File: config.mk
export PLATFORM = sky130hd
export DESIGN_NAME = flash_read_arbiter_flat
export DESIGN_NICKNAME = d
export VERILOG_FILES = /design/src/rtl/flash_arb_pkg.sv /design/src/rtl/flash_read_arbiter_if.sv /design/src/rtl/flash_arb_rr2.sv /design/src/rtl/flash_read_arbiter.sv /design/src/flat_wrapper.sv
export SDC_FILE = /design/constraint.sdc
export NUM_CORES = 1
export LEC_CHECK = 0
export CORE_ASPECT_RATIO = 1.1
export CORE_MARGIN = 2
export CORE_UTILIZATION = 46
export DETAILED_ROUTE_END_ITERATION = 7
export PLACE_DENSITY = 0.88
export SYNTH_ARGS = -nofsm -noshare
export SYNTH_HDL_FRONTEND = slang
export SYNTH_HIERARCHICAL = 1
export SYNTH_SLANG_ARGS = --single-unit
File: constraint.sdc
create_clock -name clk -period 2.8 [get_ports clk]
set_clock_uncertainty 0.2 [all_clocks]
set_input_delay 0.56 -clock clk [delete_from_list [all_inputs] [get_ports clk]]
set_output_delay 0.56 -clock clk [all_outputs]
set_load 0.02 [all_outputs]
File: src/rtl/flash_arb_pkg.sv
// flash_arb_pkg
// Shared definitions for the two-requester flash read arbiter: default
// widths and timing constants, the arbiter state encoding and the owner
// encoding used by the top level and the round-robin picker.
// The timeout default only exists when FLASH_ARB_TIMEOUT_EN is defined.
package flash_arb_pkg;

  localparam int ADDR_W_DEF  = 24;
  localparam int LEN_W_DEF   = 8;
  localparam int QUIET_DEF   = 64;
`ifdef FLASH_ARB_TIMEOUT_EN
  localparam int TIMEOUT_DEF = 255;
`endif

  typedef enum logic [1:0] {
    ST_QUIET,
    ST_IDLE,
    ST_ISSUE,
    ST_WAIT
  } arb_state_t;

  localparam logic OWNER_0 = 1'b0;
  localparam logic OWNER_1 = 1'b1;

endpackage

File: src/rtl/flash_read_arbiter_if.sv
// flash_read_arbiter_if
// Byte-wide flash reader handshake shared by the arbiter and the reader.
//   fl_read  : one-cycle start pulse (arbiter -> reader)
//   fl_addr  : byte address, stable from fl_read until fl_ready
//   fl_ready : one-cycle byte-complete pulse (reader -> arbiter)
//   fl_data  : returned byte, valid with fl_ready
// Modports: master = arbiter side, slave = reader side.
interface flash_read_arbiter_if
  import flash_arb_pkg::*;
#(
  parameter int ADDR_W = ADDR_W_DEF
);

  logic              fl_read;
  logic [ADDR_W-1:0] fl_addr;
  logic              fl_ready;
  logic [7:0]        fl_data;

  modport master (output fl_read, output fl_addr, input fl_ready, input fl_data);
  modport slave  (input fl_read, input fl_addr, output fl_ready, output fl_data);

endinterface

File: src/rtl/flash_arb_rr2.sv
// flash_arb_rr2
// Two-way round-robin picker, purely combinational.
//   valid      : request levels, bit 0 = requester 0, bit 1 = requester 1
//   last_owner : requester served most recently (pointer held by the parent)
//   grant      : one-hot grant, 2'b00 when nobody requests
module flash_arb_rr2
  import flash_arb_pkg::*;
(
  input  logic [1:0] valid,
  input  logic       last_owner,
  output logic [1:0] grant
);

  // A lone requester always wins; on a tie the one not served last wins.
  always_comb begin
    grant = valid;
    if (valid == 2'b11) begin
      grant = (last_owner == OWNER_1) ? 2'b01 : 2'b10;
    end
  end

endmodule

File: src/rtl/flash_read_arbiter.sv
// flash_read_arbiter
// Shares one byte-wide flash reader between two burst requesters.
// Grants round-robin, issues one reader transaction per byte with an
// auto-incrementing (wrapping) address and returns bytes on a shared bus.
// Ports:
//   clk, rst                      : clock, synchronous active-high reset
//   reqN_valid/addr/len, reqN_ack : burst request (len = bytes-1), capture pulse
//   rd_data, rd_valid0/1          : returned byte and owner strobe
//   done0/1, err0/1               : end-of-burst and timeout-abort pulses
//   busy                          : high from grant until done
//   fl                            : reader handshake (master modport)
// Optional: define FLASH_ARB_TIMEOUT_EN to abort a burst whose reader
// transaction does not complete within TIMEOUT cycles (err pulse).
module flash_read_arbiter
  import flash_arb_pkg::*;
#(
  parameter int ADDR_W  = ADDR_W_DEF,
  parameter int LEN_W   = LEN_W_DEF,
  parameter int QUIET   = QUIET_DEF
`ifdef FLASH_ARB_TIMEOUT_EN
  , parameter int TIMEOUT = TIMEOUT_DEF
`endif
) (
  input  logic              clk,
  input  logic              rst,
  input  logic              req0_valid,
  input  logic [ADDR_W-1:0] req0_addr,
  input  logic [LEN_W-1:0]  req0_len,
  output logic              req0_ack,
  input  logic              req1_valid,
  input  logic [ADDR_W-1:0] req1_addr,
  input  logic [LEN_W-1:0]  req1_len,
  output logic              req1_ack,
  output logic [7:0]        rd_data,
  output logic              rd_valid0,
  output logic              rd_valid1,
  output logic              done0,
  output logic              done1,
  output logic              err0,
  output logic              err1,
  output logic              busy,
  flash_read_arbiter_if.master fl
);

  localparam int QW = $clog2(QUIET + 1);

  arb_state_t        state, state_n;
  logic [QW-1:0]     quiet_cnt, quiet_cnt_n;
  logic [ADDR_W-1:0] cur_addr, cur_addr_n;
  logic [LEN_W-1:0]  remain, remain_n;
  logic              owner, owner_n;
  logic              rr_ptr, rr_ptr_n;
  logic [ADDR_W-1:0] fl_addr_r, fl_addr_n;
  logic              fl_read_r, fl_read_n;
  logic              req0_ack_n, req1_ack_n;
  logic [7:0]        rd_data_n;
  logic              rd_valid0_n, rd_valid1_n;
  logic              done0_n, done1_n;
  logic              busy_n;
  logic [1:0]        grant;

`ifdef FLASH_ARB_TIMEOUT_EN
  localparam int TW = $clog2(TIMEOUT + 1);
  logic [TW-1:0] wait_cnt, wait_cnt_n;
  logic          err0_n, err1_n;
`endif

  // rr_ptr names the requester favoured on a tie; the picker wants the
  // requester served last, which is the other one.
  flash_arb_rr2 u_rr (
    .valid      ({req1_valid, req0_valid}),
    .last_owner (~rr_ptr),
    .grant      (grant)
  );

  assign fl.fl_read = fl_read_r;
  assign fl.fl_addr = fl_addr_r;

  // Next-state and next-output logic. Every output is registered, so the
  // pulses seen during ISSUE are computed on the transition into it.
  always_comb begin
    state_n     = state;
    quiet_cnt_n = quiet_cnt;
    cur_addr_n  = cur_addr;
    remain_n    = remain;
    owner_n     = owner;
    rr_ptr_n    = rr_ptr;
    fl_addr_n   = fl_addr_r;
    rd_data_n   = rd_data;
    busy_n      = busy;
    fl_read_n   = 1'b0;
    req0_ack_n  = 1'b0;
    req1_ack_n  = 1'b0;
    rd_valid0_n = 1'b0;
    rd_valid1_n = 1'b0;
    done0_n     = 1'b0;
    done1_n     = 1'b0;
`ifdef FLASH_ARB_TIMEOUT_EN
    wait_cnt_n  = wait_cnt;
    err0_n      = 1'b0;
    err1_n      = 1'b0;
`endif
    case (state)
      ST_QUIET: begin
        // Lets any reader transaction left over from before reset drain.
        if (quiet_cnt == '0) begin
          state_n = ST_IDLE;
        end else begin
          quiet_cnt_n = quiet_cnt - 1'b1;
        end
      end
      ST_IDLE: begin
        if (grant != 2'b00) begin
          owner_n    = grant[1] ? OWNER_1 : OWNER_0;
          cur_addr_n = grant[1] ? req1_addr : req0_addr;
          remain_n   = grant[1] ? req1_len : req0_len;
          fl_addr_n  = cur_addr_n;
          fl_read_n  = 1'b1;
          req0_ack_n = grant[0];
          req1_ack_n = grant[1];
          busy_n     = 1'b1;
          state_n    = ST_ISSUE;
        end
      end
      ST_ISSUE: begin
        state_n = ST_WAIT;
`ifdef FLASH_ARB_TIMEOUT_EN
        wait_cnt_n = '0;
`endif
      end
      ST_WAIT: begin
        if (fl.fl_ready) begin
          rd_data_n   = fl.fl_data;
          rd_valid0_n = (owner == OWNER_0);
          rd_valid1_n = (owner == OWNER_1);
          if (remain == '0) begin
            done0_n  = (owner == OWNER_0);
            done1_n  = (owner == OWNER_1);
            busy_n   = 1'b0;
            rr_ptr_n = ~owner;
            state_n  = ST_IDLE;
          end else begin
            // Next byte issues in the same cycle its predecessor is returned.
            cur_addr_n = cur_addr + 1'b1;
            remain_n   = remain - 1'b1;
            fl_addr_n  = cur_addr_n;
            fl_read_n  = 1'b1;
            state_n    = ST_ISSUE;
          end
        end
`ifdef FLASH_ARB_TIMEOUT_EN
        else if (wait_cnt == TW'(TIMEOUT)) begin
          // Abort through QUIET so the stuck reader can finish unobserved.
          err0_n      = (owner == OWNER_0);
          err1_n      = (owner == OWNER_1);
          done0_n     = (owner == OWNER_0);
          done1_n     = (owner == OWNER_1);
          busy_n      = 1'b0;
          rr_ptr_n    = ~owner;
          quiet_cnt_n = QW'(QUIET);
          state_n     = ST_QUIET;
        end else begin
          wait_cnt_n = wait_cnt + 1'b1;
        end
`endif
      end
      default: state_n = ST_QUIET;
    endcase
  end

  // State and output registers.
  always_ff @(posedge clk) begin
    if (rst) begin
      state     <= ST_QUIET;
      quiet_cnt <= QW'(QUIET);
      cur_addr  <= '0;
      remain    <= '0;
      owner     <= OWNER_0;
      rr_ptr    <= OWNER_0;
      fl_addr_r <= '0;
      fl_read_r <= 1'b0;
      req0_ack  <= 1'b0;
      req1_ack  <= 1'b0;
      rd_data   <= 8'h00;
      rd_valid0 <= 1'b0;
      rd_valid1 <= 1'b0;
      done0     <= 1'b0;
      done1     <= 1'b0;
      busy      <= 1'b0;
    end else begin
      state     <= state_n;
      quiet_cnt <= quiet_cnt_n;
      cur_addr  <= cur_addr_n;
      remain    <= remain_n;
      owner     <= owner_n;
      rr_ptr    <= rr_ptr_n;
      fl_addr_r <= fl_addr_n;
      fl_read_r <= fl_read_n;
      req0_ack  <= req0_ack_n;
      req1_ack  <= req1_ack_n;
      rd_data   <= rd_data_n;
      rd_valid0 <= rd_valid0_n;
      rd_valid1 <= rd_valid1_n;
      done0     <= done0_n;
      done1     <= done1_n;
      busy      <= busy_n;
    end
  end

`ifdef FLASH_ARB_TIMEOUT_EN
  // Timeout counter and error pulses.
  always_ff @(posedge clk) begin
    if (rst) begin
      wait_cnt <= '0;
      err0     <= 1'b0;
      err1     <= 1'b0;
    end else begin
      wait_cnt <= wait_cnt_n;
      err0     <= err0_n;
      err1     <= err1_n;
    end
  end
`else
  assign err0 = 1'b0;
  assign err1 = 1'b0;
`endif

endmodule
File: src/flat_wrapper.sv
// flat-port wrapper written by rule: the top's interface ports become plain ports
module flash_read_arbiter_flat import flash_arb_pkg::*;
#(
  parameter int ADDR_W  = ADDR_W_DEF,
  parameter int LEN_W   = LEN_W_DEF,
  parameter int QUIET   = QUIET_DEF

)
  (clk, rst, req0_valid, req0_addr, req0_len, req0_ack, req1_valid, req1_addr, req1_len, req1_ack, rd_data, rd_valid0, rd_valid1, done0, done1, err0, err1, busy, fl_fl_read, fl_fl_addr, fl_fl_ready, fl_fl_data);
  flash_read_arbiter_if #(.ADDR_W(ADDR_W)) fl_i ();
  input  logic clk;
  input  logic rst;
  input  logic req0_valid;
  input  logic [ADDR_W-1:0] req0_addr;
  input  logic [LEN_W-1:0] req0_len;
  output logic req0_ack;
  input  logic req1_valid;
  input  logic [ADDR_W-1:0] req1_addr;
  input  logic [LEN_W-1:0] req1_len;
  output logic req1_ack;
  output logic [7:0] rd_data;
  output logic rd_valid0;
  output logic rd_valid1;
  output logic done0;
  output logic done1;
  output logic err0;
  output logic err1;
  output logic busy;
  output wire logic [$bits(fl_i.fl_read)-1:0] fl_fl_read;
  output wire logic [$bits(fl_i.fl_addr)-1:0] fl_fl_addr;
  input wire logic [$bits(fl_i.fl_ready)-1:0] fl_fl_ready;
  input wire logic [$bits(fl_i.fl_data)-1:0] fl_fl_data;
  assign fl_fl_read = fl_i.fl_read;
  assign fl_fl_addr = fl_i.fl_addr;
  assign fl_i.fl_ready = fl_fl_ready;
  assign fl_i.fl_data = fl_fl_data;
  flash_read_arbiter #(.ADDR_W(ADDR_W), .LEN_W(LEN_W), .QUIET(QUIET)) u_core (.clk(clk), .rst(rst), .req0_valid(req0_valid), .req0_addr(req0_addr), .req0_len(req0_len), .req0_ack(req0_ack), .req1_valid(req1_valid), .req1_addr(req1_addr), .req1_len(req1_len), .req1_ack(req1_ack), .rd_data(rd_data), .rd_valid0(rd_valid0), .rd_valid1(rd_valid1), .done0(done0), .done1(done1), .err0(err0), .err1(err1), .busy(busy), .fl(fl_i));
endmodule
==> summary.md <==
| Metric | Value |
|---|---|
| I/O pins | `approximately 120` |
| Sequential element share of the synthesized area | `between 30% and 40%` |
| Worst IR Drop VDD | `0.4376 mV` |
| Multi-input gate area | `around 0.0021 mm^2` |
| Placement Rows | `33` |
| Largest net degree at the start of global routing | `36` |
| Compound-Gate Fraction of Synth Area | `21.81%` |
| Largest family of logic cells by synthesized area | `simple AND/OR/NAND/NOR gates` |
| Worst R2R Path Depth | `6` |
| CTS root buf | `clkbuf_8` |
| Ys Warns | `6` |
| Ant diodes | `0` |
| Yosys top cell area share | `34.08%` |
| Pwr dens | `roughly 630 mW/mm^2` |
| Total core area | `between 0.007 and 0.008 mm^2` |
| Synth top area cells | `dfxtp_1 34%, mux2i_1 8.1%, a21oi_1 7.4%, nand2_1 4.4%, nor2_1 4.3%` |
| Number of hold buffers added after CTS | `0` |
| Post-synth top area cell | `dfxtp_1` |
| IO Port Bufs | `around 120` |
| Mapped Area | `0.003466 mm^2` |
| Antenna violations before repair | `0` |
| Overall routing resource usage | `about a quarter` |
| First DRT Iteration DRCs | `approximately 280` |
| Post-CTS Setup Inserts | `0` |
| Post-DP HPWL | `between 7 and 8 mm` |
| Gr ovfl total | `0` |
| Final Max Slew Viols | `0` |
| Synth Area in Simple Gates | `~24%` |
| DR WL/cell | `about 16 um` |
| Synth Area in Adders | `1.805%` |
| Synth Register Bits | `a little under 60` |
| CP endpoint | `u_core/fl.fl_addr[14]` |
| Layout area overhead | `42.42%` |
| First-pass GRT wire length | `about 16 mm` |
| CTS Buffer Depth | `2` |
| 1st-pass router iterations | `5` |
| DR vias | `between 3000 and 4000` |
| Starting Density | `between 40% and 50%` |
| R2R setup slack | `between 0.3 and 0.4 ns` |
| Ys flop type | `dfxtp_1` |
| Die Wd | `86.76 um` |
| Hold crit path type | `register to register` |
| Die Height | `~95 um` |
| Clock sinks | `59` |
| Remaining antenna violation count | `0` |
| Max-slew headroom | `60.40%` |
| Period Utilization, post-route | `87.81%` |
| Final setup vio count | `0` |
| Fillcell total | `roughly 600` |
| Post-synthesis cell count | `between 400 and 500` |
| Power, Total | `between 3 and 4 mW` |
| Die Area | `just over 0.008 mm^2` |
| CTS clock-pin slew for the worst setup and hold paths | `roughly 0.06 ns` |
| Crit end category | `register` |
| Share of layout cells above drive strength 1 | `approximately 10%` |
| Fin. Hold Viols | `0` |
| WL final | `slightly above 10 mm` |
| Crit path launch | `u_core/fl.fl_addr[0]` |
| Reg2reg start | `u_core/fl.fl_addr[0]` |
| H-Tree Depth | `3` |
| FF+latch area | `~0.0012 mm^2` |
| Remaining DRCs | `0` |
| Via density per instance | `5.774` |
| Syn_area_per_cell | `between 7 and 8 um^2` |
| Worst Setup Path Type | `register to register` |
| Critical path arrival | `about 2.4 ns` |
| Worst EP required | `approximately 2.8 ns` |
| CTS resizes | `0` |
| Skew-Pair Late Insertion Delay | `between 0.3 and 0.4 ns` |
| Synth Area in XOR/XNOR | `approximately 1.5%` |
| CP Max Fanout | `6` |
| Static leakage | `roughly 1.8 nW` |
| Total CTS buffers | `9` |
| Vias in the first global route | `3561` |
| Final setup TNS | `0 ns` |
| Async S/R FF share, synth | `0%` |
| Slew @ Worst Pin | `just under 0.6 ns` |
| EDFF count, synth | `0` |
| Status | `completed` |
| Max-cap check violation count | `0` |
| Mux cell area share after synthesis | `9.386%` |
| Synth unique cells | `58` |
| Tmin final | `2.459 ns` |
| CTS tree | `done` |
| RSZ-0062 raised after global routing | `no` |
| Startpoint Class | `register` |
| Reg2reg end | `u_core/fl.fl_addr[14]` |
| Nets@finish | `about 640` |
| Placer congestion estimate | `~0.86` |
| Fmax | `406.7 MHz` |
worst min path at each step:
| stage | start | end | slack [ns] | depth (start not counted) |
|---|---|---|---|---|
| floorplan | u_core/quiet_cnt[5] | u_core/quiet_cnt[5] | 0.25 | 2 |
| global placement | u_core/rd_data[7] | u_core/rd_data[7] | 0.24 | 2 |
| detailed placement | u_core/rd_data[7] | u_core/rd_data[7] | 0.25 | 2 |
| CTS | u_core/rd_data[4] | u_core/rd_data[4] | 0.27 | 2 |
| global route | u_core/rd_data[0] | u_core/rd_data[0] | 0.29 | 2 |
| finish | u_core/rd_data[7] | u_core/rd_data[7] | 0.27 | 2 |
where the power goes:
part	total (mW)	switching (mW)	internal [mW]	leakage (nW)
Combinational	1.15	0.585	0.561	1.20
Clock	0.795	0.322	0.473	0.104
Sequential	1.16	0.171	0.985	0.478
critical path: stages (launching register included):
cell and delay [ns]:
dfxtp_1 0.41, ha_1 0.25, nand4_1 0.14, or4_1 0.63, or2_2 0.33, a311oi_1 0.27
a211oi_1 0.08
final cells by class:
class | count | area share [%]
clock buffer | 12 | 3.346
sequential | 59 | 23.93
tap | 87 | 2.205
multi-input combinational | 335 | 41.67
timing repair buffer | 134 | 26.92
inverter | 16 | 1.217
clock inverter | 2 | 0.7098
routing by layer:
layer / wire (um) / up-vias / share of wire (%) / global-route usage, %
met2: 5120 / 149 / 51 / 41.54
met4: 197 / 0 / 2.0 / 11.72
met1: 4105 / 1748 / 41 / 29.41
met3: 665 / 20 / 6.6 / 4.675
met5: 0 / - / 0 / 0
li1: - / 1807 / - / -
layout by cell type, fill, tap and decap left out, types with 4 or more instances in the layout:
cell type        instances
a211oi_1                16
ha_1                     5
dfxtp_1                 59
a31oi_1                  4
nor3b_1                  5
and2_1                   5
mux2i_1                 28
nor2_1                  40
clkbuf_8                12
nand2_1                 41
nand3_1                 17
clkdlybuf4s50_1        115
buf_4                   15
or2_2                    5
inv_1                   15
nor3_1                  20
nor4_1                   6
mux2_2                   4
nand4_1                  6
a21oi_1                 51
o21ai_0                 29
per-stage QoR:
stage                     util [%]  std cells  instance area, um^2  hold WS [ns]  setup WS (ns)
after floorplan                  -        440                 3470        0.2519         0.3521
after global placement       64.08        631                 4736        0.2409         0.1230
after detailed placement     64.08        631                 4736        0.2550        0.04650
after CTS                    66.79        645                 4936        0.2654         0.3674
after global routing         66.79        645                 4936        0.2873         0.2083
final                        66.79        645                 4936        0.2658         0.3413
Yosys cell counts, drive strengths merged (15+ instances only):
library cell	number
dfxtp	59
a21oi	52
nand2	42
nor2	40
o21ai	30
mux2i	28
clkbuf	23
nor3	20
nand3	17
a211oi	16
inv	15
cells by family after synthesis:
logic type,after synthesis
AOI/OAI and AO/OA,124
adders and majority gates,5
and+or+nand+nor,166
other,1
muxes,32
buffers and inverters,46
xor gates and xnor gates,6
DFF,59
sequential cells by signal, indices dropped and copies added, names as in the netlist, 2 cells and up:
signal,cells
u_core/fl.fl_addr,24
u_core/rd_data,8
u_core/remain,8
u_core/quiet_cnt,7
u_core/state,2
(Power assumes the default switching activity.)
